<file path="src/rtl/countdown_timer_overlay.sv">
// rtl/countdown_timer_overlay.sv - game countdown timer with registered time-bar overlay pixels
`timescale 1ns/1ps

module countdown_timer_overlay #(
  parameter int CLK_HZ     = 25000000,
  parameter int START_SECS = 30,
  parameter int WARN_SECS  = 10,
  parameter int BAR_X      = 20,
  parameter int BAR_Y      = 8,
  parameter int BAR_H      = 8,
  parameter int SEG_W      = 20
) (
  input  logic       clk,
  input  logic       reset,
  input  logic       start,
  input  logic       pause,
  input  logic [9:0] hcount,
  input  logic [9:0] vcount,
  input  logic       video_on,
  output logic       r_timer,
  output logic       g_timer,
  output logic       b_timer,
  output logic [5:0] time_left,
  output logic       expired
);

  localparam int PW = (CLK_HZ > 1) ? $clog2(CLK_HZ) : 1;

  localparam logic [PW-1:0] PRESC_MAX  = PW'(CLK_HZ - 1);
  localparam logic [PW-1:0] PRESC_HALF = PW'(CLK_HZ / 2);
  localparam logic [5:0]    START_V    = 6'(START_SECS);
  localparam logic [5:0]    WARN_V     = 6'(WARN_SECS);
  localparam logic [11:0]   BAR_X_V    = 12'(BAR_X);
  localparam logic [11:0]   BAR_Y_V    = 12'(BAR_Y);
  localparam logic [11:0]   BAR_Y_END  = 12'(BAR_Y + BAR_H);
  localparam logic [11:0]   SEG_W_V    = 12'(SEG_W);

  typedef enum logic [1:0] {
    IDLE    = 2'd0,
    RUN     = 2'd1,
    PAUSED  = 2'd2,
    EXPIRED = 2'd3
  } state_t;

  state_t        state_q, state_d;
  logic [PW-1:0] presc_q, presc_d;
  logic [5:0]    time_left_q, time_left_d;
  logic          expired_q, expired_d;
  logic          r_q, r_d;
  logic          g_q, g_d;

  logic          tick;
  logic          blink_on;
  logic [5:0]    secs_sel;
  logic [11:0]   h_ext;
  logic [11:0]   v_ext;
  logic [11:0]   bar_len;
  logic [11:0]   bar_x_end;
  logic          row_hit;
  logic          col_hit;

  // Next-state for the timer FSM, prescaler and remaining seconds
  always_comb begin
    state_d     = state_q;
    presc_d     = presc_q;
    time_left_d = time_left_q;
    tick        = (presc_q == PRESC_MAX);
    case (state_q)
      IDLE: begin
        presc_d = '0;
        if (start) begin
          state_d = RUN;
        end
      end
      RUN: begin
        // pause wins over start and over a tick landing in the same cycle
        if (pause) begin
          state_d = PAUSED;
        end else if (tick) begin
          presc_d = '0;
          if (time_left_q > 6'd1) begin
            time_left_d = time_left_q - 6'd1;
          end else begin
            time_left_d = 6'd0;
            state_d     = EXPIRED;
          end
        end else begin
          presc_d = presc_q + PW'(1);
        end
      end
      PAUSED: begin
        // prescaler keeps its value so the current second resumes where it stopped
        if (start && !pause) begin
          state_d = RUN;
        end
      end
      EXPIRED: begin
        presc_d = '0;
        if (start) begin
          state_d     = RUN;
          time_left_d = START_V;
        end
      end
      default: begin
        state_d = IDLE;
        presc_d = '0;
      end
    endcase
    expired_d = (state_d == EXPIRED);
  end

  // Bar geometry and colour selection for the pixel presented this cycle
  always_comb begin
    h_ext     = {2'b00, hcount};
    v_ext     = {2'b00, vcount};
    secs_sel  = (state_q == EXPIRED) ? START_V : time_left_q;
    bar_len   = 12'(secs_sel) * SEG_W_V;
    bar_x_end = BAR_X_V + bar_len;
    row_hit   = (v_ext >= BAR_Y_V) && (v_ext < BAR_Y_END);
    col_hit   = (h_ext >= BAR_X_V) && (h_ext < bar_x_end);
    blink_on  = (presc_q < PRESC_HALF);
    r_d       = 1'b0;
    g_d       = 1'b0;
    if (row_hit && col_hit && video_on) begin
      if (state_q == EXPIRED) begin
        r_d = 1'b1;
      end else if (time_left_q > WARN_V) begin
        g_d = 1'b1;
      end else if (time_left_q != 6'd0) begin
        // warning band blinks only while the clock is actually running
        if ((state_q != RUN) || blink_on) begin
          r_d = 1'b1;
          g_d = 1'b1;
        end
      end
    end
  end

  // Timer state registers
  always_ff @(posedge clk) begin
    if (reset) begin
      state_q     <= IDLE;
      presc_q     <= '0;
      time_left_q <= START_V;
      expired_q   <= 1'b0;
    end else begin
      state_q     <= state_d;
      presc_q     <= presc_d;
      time_left_q <= time_left_d;
      expired_q   <= expired_d;
    end
  end

  // Pixel output registers, one cycle behind hcount/vcount/video_on
  always_ff @(posedge clk) begin
    if (reset) begin
      r_q <= 1'b0;
      g_q <= 1'b0;
    end else begin
      r_q <= r_d;
      g_q <= g_d;
    end
  end

  assign r_timer   = r_q;
  assign g_timer   = g_q;
  assign b_timer   = 1'b0;
  assign time_left = time_left_q;
  assign expired   = expired_q;

endmodule
</file>
<file path="config.mk">
export PLATFORM = sky130hd
export DESIGN_NAME = countdown_timer_overlay
export DESIGN_NICKNAME = d
export VERILOG_FILES = /design/src/rtl/countdown_timer_overlay.sv
export SDC_FILE = /design/constraint.sdc
export NUM_CORES = 1
export LEC_CHECK = 0
export CORE_MARGIN = 10
export CORE_UTILIZATION = 40
export DETAILED_ROUTE_END_ITERATION = 16
export GPL_ROUTABILITY_DRIVEN = 0
export GPL_TIMING_DRIVEN = 0
export SYNTH_ARGS = -nofsm -noshare
export SYNTH_HDL_FRONTEND = slang
export SYNTH_SLANG_ARGS = --single-unit
</file>
<file path="constraint.sdc">
create_clock -name clk -period 5.6 [get_ports clk]
set_input_delay 1.12 -clock clk [delete_from_list [all_inputs] [get_ports clk]]
set_output_delay 1.12 -clock clk [all_outputs]
set_load 0.02 [all_outputs]
</file>
==> run summary, run 1 <==
The highest cell delay on the worst timing path came out at between 400 and 500 ps. The die is 101 um wide. CTS built an H-tree with a depth of 2.

The residual antenna-violating net count after detailed routing is 0. TritonCTS created 5 clock buffers. The endpoint identified for the worst register-to-register timing path is g_timer. The power share of the clock group is 32.8%.

Summed over all nets, the half-perimeter wirelength after detailed placement is 4610 um. Data on the critical path is required at its endpoint by between 5000 and 6000 ps. The count of clock tree sinks came out at 36. Ranked by total cell area, the synthesized netlist is headed by sky130_fd_sc_hd__dfxtp_1 (27%), sky130_fd_sc_hd__ha_1 (10%), sky130_fd_sc_hd__xor2_1 (6.3%), sky130_fd_sc_hd__nor2_1 (5.8%), sky130_fd_sc_hd__xnor2_1 (5.0%).

In the routed design, unresolved DRC markers number 0. The effective utilization at floorplan came out at between 40% and 50%. After clock tree synthesis, the clock-pin slew on the worst setup and hold paths is around 70 ps. The floorplan core area came out at roughly 0.0064 mm^2. IR analysis of the VDD net gives a maximum drop of roughly 0.19 mV. The filler cell count is 643. The power spent charging and discharging nets came out at 211 uW. The maximum fanout count along the critical path is 10. Among cell families on the critical path, the largest total delay comes from adder cells.

The setup violation total in the final timing report is 0. The xor and xnor area share after synthesis is a little under an eighth. Cells with a size suffix above 1 make up 7.99% of the layout.

The combinational share of power is ~27%. For the worst-skew pair, the clock arrives at the later sink with an insertion delay of slightly below 300 ps. The fraction of power spent switching nets is a little under a third. Entering global routing, the biggest net connects 12 pins. The sequential cell fraction of total power is between 40% and 50%.

The total buffers and inverters traversed by the critical path is 2. The number of buffers inserted by post-CTS setup repair is 0. TritonCTS built the clock tree. From bottom edge to top edge, the die measures between 100 and 150 um. The routed wire length is slightly below 6000 um. The multiplexer share of the synthesized area is less than 1%. The final design utilization is roughly half. The largest total area in the synthesized netlist belongs to sky130_fd_sc_hd__dfxtp_1. Summed over all cells, the static leakage comes to ~1.2 nW. The total number of vias came out at around 2300. Setup repair after global routing left no endpoint under its margin.

The critical path is of the flip-flop to flip-flop type. The first-pass GRT wire length is approximately 10000 um. The count of warnings emitted by yosys is 0. The number of cells upsized or downsized after cts came out at 0. Summing the areas of all and, or, nand and nor instances in the mapped netlist gives between 30% and 40% of the synthesized area. The final-report hold violation count came to 0.

The total routing resource utilization after global routing is between 10% and 20%. The number of logic stages on the critical path including buffering is 17. The footprint of the flip-flops and latches came out at ~720 um^2. By area, the combinational part of the netlist is dominated by simple AND/OR/NAND/NOR gates.

After global routing the overflow that remains totals 0. STA classifies the critical path endpoint as a flip-flop. The count of cells along the worst register-to-register path is 17.

The number of buffers on the longest clock path came out at 2. The number of antenna violations at the first check in global routing is 0. The reg-to-reg setup timing slack came out at 860 ps. After synthesis, the share of flip-flops with an asynchronous set or reset is 0%.

The largest clock skew in the final design came out at 7.08 ps. After routing, the total negative slack on setup checks comes to 0 ps. The layout-stage area growth over the synthesis result came out at 18.0%.

The post-place setup slack came out at roughly 770 ps. The shortest period the worst path allows is about 4700 ps. The slew at the pin with the worst max-slew slack came out at between 500 and 600 ps.

The min-delay analysis places its worst path in the category flip-flop to flip-flop. After synthesis, flip-flops and latches occupy between 20% and 30% of the total area. Among the stages of the critical path, the cell type that occurs most often is sky130_fd_sc_hd__ha_1. The worst setup path endpoint is g_timer. The cell area after synthesis came out at between 0.002 and 0.003 mm^2. The worst path arrival time is between 4000 and 5000 ps. The adder-cell share of the synthesized area is 10.7%.

STA classifies the critical path startpoint as a flip-flop. The cell area power density came out at about 220 mW/mm^2. The number of synthesized flops with an enable pin came out at 0. The multi-input combinational cells in the finished layout cover a total of between 0.0015 and 0.002 mm^2. Counting instances, the worst hold path has a depth of 2. The count of unique library cells instantiated by Yosys is 52. The number of port buffers is 27.

The number of DRC violations after detailed-routing iteration 0 came out at between 100 and 150. The hold buffer count at CTS came out at 0. The count of final max-slew check failures is 0.

The critical path starts at state_q[0]. After detailed routing, the average wire length per cell comes to about 13 um. The peak clock frequency supported by timing came out at between 200 and 250 MHz.

The mean number of vias per cell came out at approximately 5.2. The placed instances occupy a cell area of 0.00300 mm^2. The pre-antenna-repair detailed-routing pass consisted of 4 iterations.

The number of cell rows came out at 29. The internal power component came out at between 400 and 500 uW. The root buffer cell chosen for the clock tree is sky130_fd_sc_hd__clkbuf_8. The headroom to the max-slew limit is 61.6%. Synthesis handed over a netlist of about 330 instances. The via count of the first global-routing pass came out at around 2200. The count of max-cap constraint violations is 0. The share of the synthesized area in compound gates (AO/OA/AOI/OAI) came out at between 10% and 20%.

Traced cell by cell, the critical path runs through ha_1 -> clkbuf_1 -> or2_2 -> ha_1 -> ha_1 -> inv_1 -> fa_1 -> nand2b_1 -> a21oi_1 -> nand3_1 -> o41ai_1 -> a211oi_1 -> xor2_1 -> ha_1 -> a21oi_1 -> a211oi_1 -> a2111oi_0. The synthesized net count is 375. In this run, synthesis produced a sequential element count of 36. On the critical path, the stage with the largest delay is an instance of sky130_fd_sc_hd__a2111oi_0. The I/O pin count came out at 35. For this run, the leading register cell type out of synthesis is sky130_fd_sc_hd__dfxtp_1. The floorplan step defined a die boundary enclosing roughly 0.010 mm^2.

The average cell area after synthesis came out at between 8 and 9 um^2. The total inserted antenna cells came out at 0. The final net count came out at slightly above 400.

The run finished with clean final reports. The share of the clock period used by the worst path is a little over four fifths. The area share of the largest cell type after synthesis came out at between 20% and 30%.

Once routing completed, OpenROAD measured the worst setup slack at roughly 860 ps. The final standard cell area without fillers came out at 0.00311 mm^2. The launch instance of the worst register-to-register path is state_q[0].

The startpoint identified for the worst hold timing path is presc_q[21].
[registers in the layout, summed over array words and instances (netlist names)]
| name | flops |
|---|---|
| expired | 1 |
| g_timer | 1 |
| presc_q | 25 |
| r_timer | 1 |
| state_q | 2 |
| time_left | 6 |
[area by class of cell]
| type | count | area share (%) |
|---|---|---|
| Buffer | 14 | 2.01 |
| Clock buffer | 6 | 2.34 |
| Clock inverter | 2 | 1.13 |
| Inverter | 14 | 1.69 |
| Multi-Input combinational cell | 264 | 57.8 |
| Sequential cell | 36 | 23.2 |
| Tap cell | 77 | 3.10 |
| Timing Repair Buffer | 27 | 8.70 |
[cell usage after synthesis, drive strengths merged, types with 5 or more instances]
cell type,instances
and4,5
nand2b,9
nor2b,7
xor2,19
or2,6
a21oi,18
inv,14
o21ai,10
nand4,7
buf,7
nand2,26
dfxtp,36
clkbuf,7
and2,5
ha,21
and3,6
xnor2,15
nor3,5
nand3,13
nor2,42
[placed cells by master (no fill, tap or decap), types with 2 or more instances in the layout]
cell and n:
sky130_fd_sc_hd__a31oi_1 3, sky130_fd_sc_hd__ha_1 21, sky130_fd_sc_hd__nor4_1 3, sky130_fd_sc_hd__o21a_1 2
sky130_fd_sc_hd__a211oi_1 3, sky130_fd_sc_hd__xnor2_1 15, sky130_fd_sc_hd__o211ai_1 2, sky130_fd_sc_hd__inv_1 14
sky130_fd_sc_hd__clkbuf_1 8, sky130_fd_sc_hd__xor2_1 19, sky130_fd_sc_hd__nor2b_1 7, sky130_fd_sc_hd__nand2b_1 9
sky130_fd_sc_hd__and3_1 6, sky130_fd_sc_hd__nor3_1 5, sky130_fd_sc_hd__nor2_1 41, sky130_fd_sc_hd__nand3_1 13
sky130_fd_sc_hd__a31o_2 3, sky130_fd_sc_hd__mux2i_1 2, sky130_fd_sc_hd__clkdlybuf4s50_1 27, sky130_fd_sc_hd__a21o_1 4
sky130_fd_sc_hd__and2_1 5, sky130_fd_sc_hd__and4_1 5, sky130_fd_sc_hd__buf_2 5, sky130_fd_sc_hd__dfxtp_1 36
sky130_fd_sc_hd__nand3b_1 4, sky130_fd_sc_hd__nand4_1 7, sky130_fd_sc_hd__o2111ai_1 2, sky130_fd_sc_hd__or2_2 6
sky130_fd_sc_hd__nand2_1 26, sky130_fd_sc_hd__clkbuf_8 5, sky130_fd_sc_hd__a21oi_1 17, sky130_fd_sc_hd__o21ai_0 10
sky130_fd_sc_hd__o21bai_1 3, sky130_fd_sc_hd__a221o_1 2, sky130_fd_sc_hd__nor3b_1 2
[metrics by stage]
stage	hold WS, ps	total power, mW	cells
floorplan	472	0.419	328
global placement	493	0.468	432
detailed placement	493	0.469	432
CTS	519	0.696	440
global route	561	0.740	440
finish	510	0.687	440
[worst reg2reg max path: cells and delay by family (launching register included)]
family | cells | cell delay (ps)
fa+ha+maj | 5 | 1580
compound gates | 6 | 1550
simple gates | 3 | 660
flops | 1 | 350
buf+inv | 2 | 310
xor+xnor | 1 | 160
[per-layer routing]
layer	vias up	routed length [um]	global-route usage, %
met1	1028	2950	16.3
met5	-	0	0
met4	0	59	3.22
met3	5	308	3.36
met2	40	2590	18.4
li1	1207	-	-
[power groups by stage]
stage	Combinational [mW]	Sequential [mW]	Clock [mW]
2_1_floorplan	0.139	0.280	0
3_3_place_gp	0.186	0.282	0
3_5_place_dp	0.186	0.283	0
4_1_cts	0.187	0.277	0.232
5_1_grt	0.214	0.279	0.247
6_report	0.185	0.277	0.225
[worst min path at each step]
| stage | slack [ps] | end |
|---|---|---|
| final | 510 | presc_q[21] |
| after CTS | 520 | presc_q[21] |
| after global routing | 560 | presc_q[4] |
| after detailed placement | 490 | presc_q[21] |
| after floorplan | 470 | presc_q[21] |
| after global placement | 490 | presc_q[21] |
[kinds of logic (layout without fill, tap and decap cells)]
family,after synthesis,after routing
buffers and inverters,28,63
XOR/XNOR,34,34
AND/OR/NAND/NOR,147,147
adder cells (fa/ha/maj),22,22
multiplexers,2,2
AO/OA/AOI/OAI,58,58
other,1,1
flip-flops,36,36
Power figures use the tool's default switching activity.
==> run 2: changes to the inputs <==
==> constraint.sdc (replaced) <==
create_clock -name clk -period 4.9 [get_ports clk]
set_input_delay 0.98 -clock clk [delete_from_list [all_inputs] [get_ports clk]]
set_output_delay 0.98 -clock clk [all_outputs]
set_load 0.02 [all_outputs]
==> run summary, run 2 (synthesis results as in run 1) <==
The routed wire length came out at 5880 um (-0.54%). More flip-flops sit in one register than any other, and that register is presc_q. In this run the worst hold path is classified as flip-flop to flip-flop. The count of final max-slew check failures is 0 (unchanged). The cell area power density came out at 253 mW/mm^2 (+14%). Traced cell by cell, the critical path runs through ha_2 -> or2_2 -> ha_1 -> ha_1 -> inv_1 -> fa_1 -> nand2b_1 -> a21oi_1 -> nand3_1 -> o41ai_1 -> a211oi_1 -> xor2_1 -> ha_1 -> a21oi_1 -> a211oi_1 -> a2111oi_1.

The number of buffers on the longest clock path came out at 2 (unchanged). The count of max-cap constraint violations came out at 0 (unchanged). The maximum level of the CTS H-tree is 2 (unchanged). The shortest period the worst path allows was 4390 ps (-346 ps). The mean number of vias per cell came out at 5.19 (+0.18%). The final-report hold violation count is 0 (unchanged). The die outline width is 101 um (unchanged). The total routing resource utilization after global routing is 12.1% (unchanged). The worst hold path startpoint is presc_q[21]. TritonCTS built the clock tree. The flip-flop count of the largest register, all copies and words added is 25 (unchanged). The detailed-routed wire length on met2 is 2560 um (-1.2%).

The worst path arrival time came to 4540 ps (-330 ps). The gate family responsible for the most delay along the worst path is adder cells. The peak clock frequency supported by timing came out at 228 MHz (+7.9%). The class of the most critical setup path is flip-flop to flip-flop. The number of buffers inserted by post-CTS setup repair is 0 (unchanged). The count of clock tree sinks came out at 36 (unchanged). STA classifies the critical path startpoint as a flip-flop.

The count of cells along the worst register-to-register path is 16 (-1). The maximum number of pins on one net before global-route repair is 12 (unchanged). The number of DRC violations after detailed-routing iteration 0 came out at 122 (-13%). The count of TritonRoute iterations in the first routing pass is 5 (+1). The met1 layer wirelength in the final routing came to 2970 um (+0.41%). The flow ran to the end, and the final reports show no timing, DRC or antenna violations. The headroom to the max-slew limit is 61.5% (about the same). The floorplan core area was 0.00639 mm^2 (unchanged).

The maximum fanout count along the critical path came out at 17 (+7). The effective utilization at floorplan came out at 41.2% (unchanged). The top metal layer carrying routed signals is met4. The share of the clock period used by the worst path came out at 89.7% (+5.0 points). STA classifies the critical path endpoint as a flip-flop.

The cell sitting at the root of the clock tree is a sky130_fd_sc_hd__clkbuf_8. The y dimension of the die came out at 101 um (unchanged). The CTS buffer count is 5 (unchanged). The reg-to-reg setup timing slack is 510 ps (-350 ps). The hold buffer count at CTS came to 0 (unchanged).

The post-detailed-placement half-perimeter wirelength came to 4610 um (unchanged). Among all stages on the critical path, the largest delay is contributed by sky130_fd_sc_hd__fa_1. The number of cells on the worst hold path is 2 (unchanged). The aggregate negative setup slack was 0 ps (unchanged). The first-pass GRT wire length came out at 10300 um (unchanged).

The most prevalent standard cell on the critical path is sky130_fd_sc_hd__ha_1. The required time of the worst setup path is 5050 ps (-680 ps). The library cell used most frequently in the layout, excluding fill and tap cells, is sky130_fd_sc_hd__nor2_1.

The number of antenna violations at the first check in global routing came out at 0 (unchanged). The number of cell rows was 29 (unchanged). The endpoint of the most critical register-to-register path is g_timer.

The via count of the first global-routing pass came out at 2217 (unchanged). The final design utilization was 48.6% (unchanged). The top cell types in the final layout, fill and taps aside, are sky130_fd_sc_hd__nor2_1 (41), sky130_fd_sc_hd__dfxtp_1 (36), sky130_fd_sc_hd__clkdlybuf4s50_1 (27), sky130_fd_sc_hd__nand2_1 (26), sky130_fd_sc_hd__ha_1 (20). The largest vdd supply drop is 0.215 mV (+14%). The total buffers and inverters traversed by the critical path came out at 1 (-1).

The routed length on met3 is 293 um (-4.9%). The total inserted antenna cells is 0 (unchanged). The final net count was 408 (-0.24%). The area enclosed by the die boundary came out at 0.0102 mm^2 (unchanged). The largest clock skew in the final design came to 6.85 ps (-0.233 ps).

The source-to-sink clock delay at the later pin of the worst-skew pair is 290 ps (about the same). The overflow left after global routing came to 0 (unchanged). The residual antenna-violating net count after detailed routing is 0 (unchanged). The post-place setup slack came out at 69.2 ps (-700 ps).

The setup violation total in the final timing report is 0 (unchanged). The path with the worst hold slack has its endpoint at presc_q[21]. The I/O pin count is 35 (unchanged). Setup repair after global routing left no endpoint under its margin. The final critical-path setup slack is 505 ps (-354 ps).

The clock-pin slew of the registers on the worst-case setup and hold paths is 70 ps (about the same). The post-route DRC violation count was 0 (unchanged). The layout-stage area growth over the synthesis result came to 18.0% (unchanged). The number of cells upsized or downsized after cts came out at 0 (unchanged). The leakage power came out at 1.21 nW (-0.34%).

The number of port buffers came out at 27 (unchanged). The ratio of cells with drive above 1 in the final layout is 8.29% (+0.30 points). The slew at the pin with the worst max-slew slack is 577 ps (+0.557 ps). The highest cell delay on the worst timing path came out at 450 ps (-40 ps). The post-detailed-route wirelength per cell came out at 13.4 um (-0.31%). The launch instance of the worst register-to-register path is state_q[0].

The total number of vias is 2279 (-0.044%).
-- run 2: cell types whose count changed in the layout (fill, tap and decap cells not counted), sizes merged --
cell,delta
clkbuf,-1
-- run 2: routing by layer --
layer	global-route usage, %	vias to the layer above
met5	0	-
met4	3.22	0
met3	3.36	5
met2	18.4	36
met1	16.3	1030
li1	-	1208
-- run 2: worst max path at each step --
stage / from / endpoint / slack, ps / cells past startpoint
after CTS: state_q[0] / g_timer / 40 / 17
after floorplan: state_q[0] / g_timer / 880 / 17
final: state_q[0] / g_timer / 510 / 16
after global routing: state_q[0] / g_timer / 100 / 16
after detailed placement: state_q[0] / g_timer / 70 / 17
after global placement: state_q[0] / g_timer / 130 / 17
-- run 2: final cells by class --
cell class              instances  area (um^2)
fillers                       641         3280
multi-input cells             264         1800
flip-flops and latches         36          721
repair buffers                 27          270
well taps                      77         96.3
clock buffers                   6         72.6
plain buffers                  13         58.8
inverters                      14         52.6
clock inverters                 2         35.0
-- run 2: worst min-delay path: stages (launching register included) --
cell	delay, ps
sky130_fd_sc_hd__dfxtp_1	340
sky130_fd_sc_hd__xor2_1	70
sky130_fd_sc_hd__nor2_1	70
-- run 2: per-stage QoR --
step	std cells	hold WS (ps)	cell area (um^2)	power [mW]
after global routing	439	561	3110	0.846
final	439	510	3110	0.785
after CTS	440	519	3110	0.796
after detailed placement	432	493	3000	0.536
after global placement	432	493	3000	0.535
after floorplan	328	472	2630	0.479
-- run 2: power by group --
| group | internal, mW | leakage (nW) | switching, mW | total [mW] |
|---|---|---|---|---|
| Clock | 0.151 | 0.0552 | 0.107 | 0.258 |
| Sequential | 0.303 | 0.291 | 0.0129 | 0.316 |
| Combinational | 0.0896 | 0.867 | 0.121 | 0.211 |
| Total | 0.544 | 1.21 | 0.241 | 0.785 |
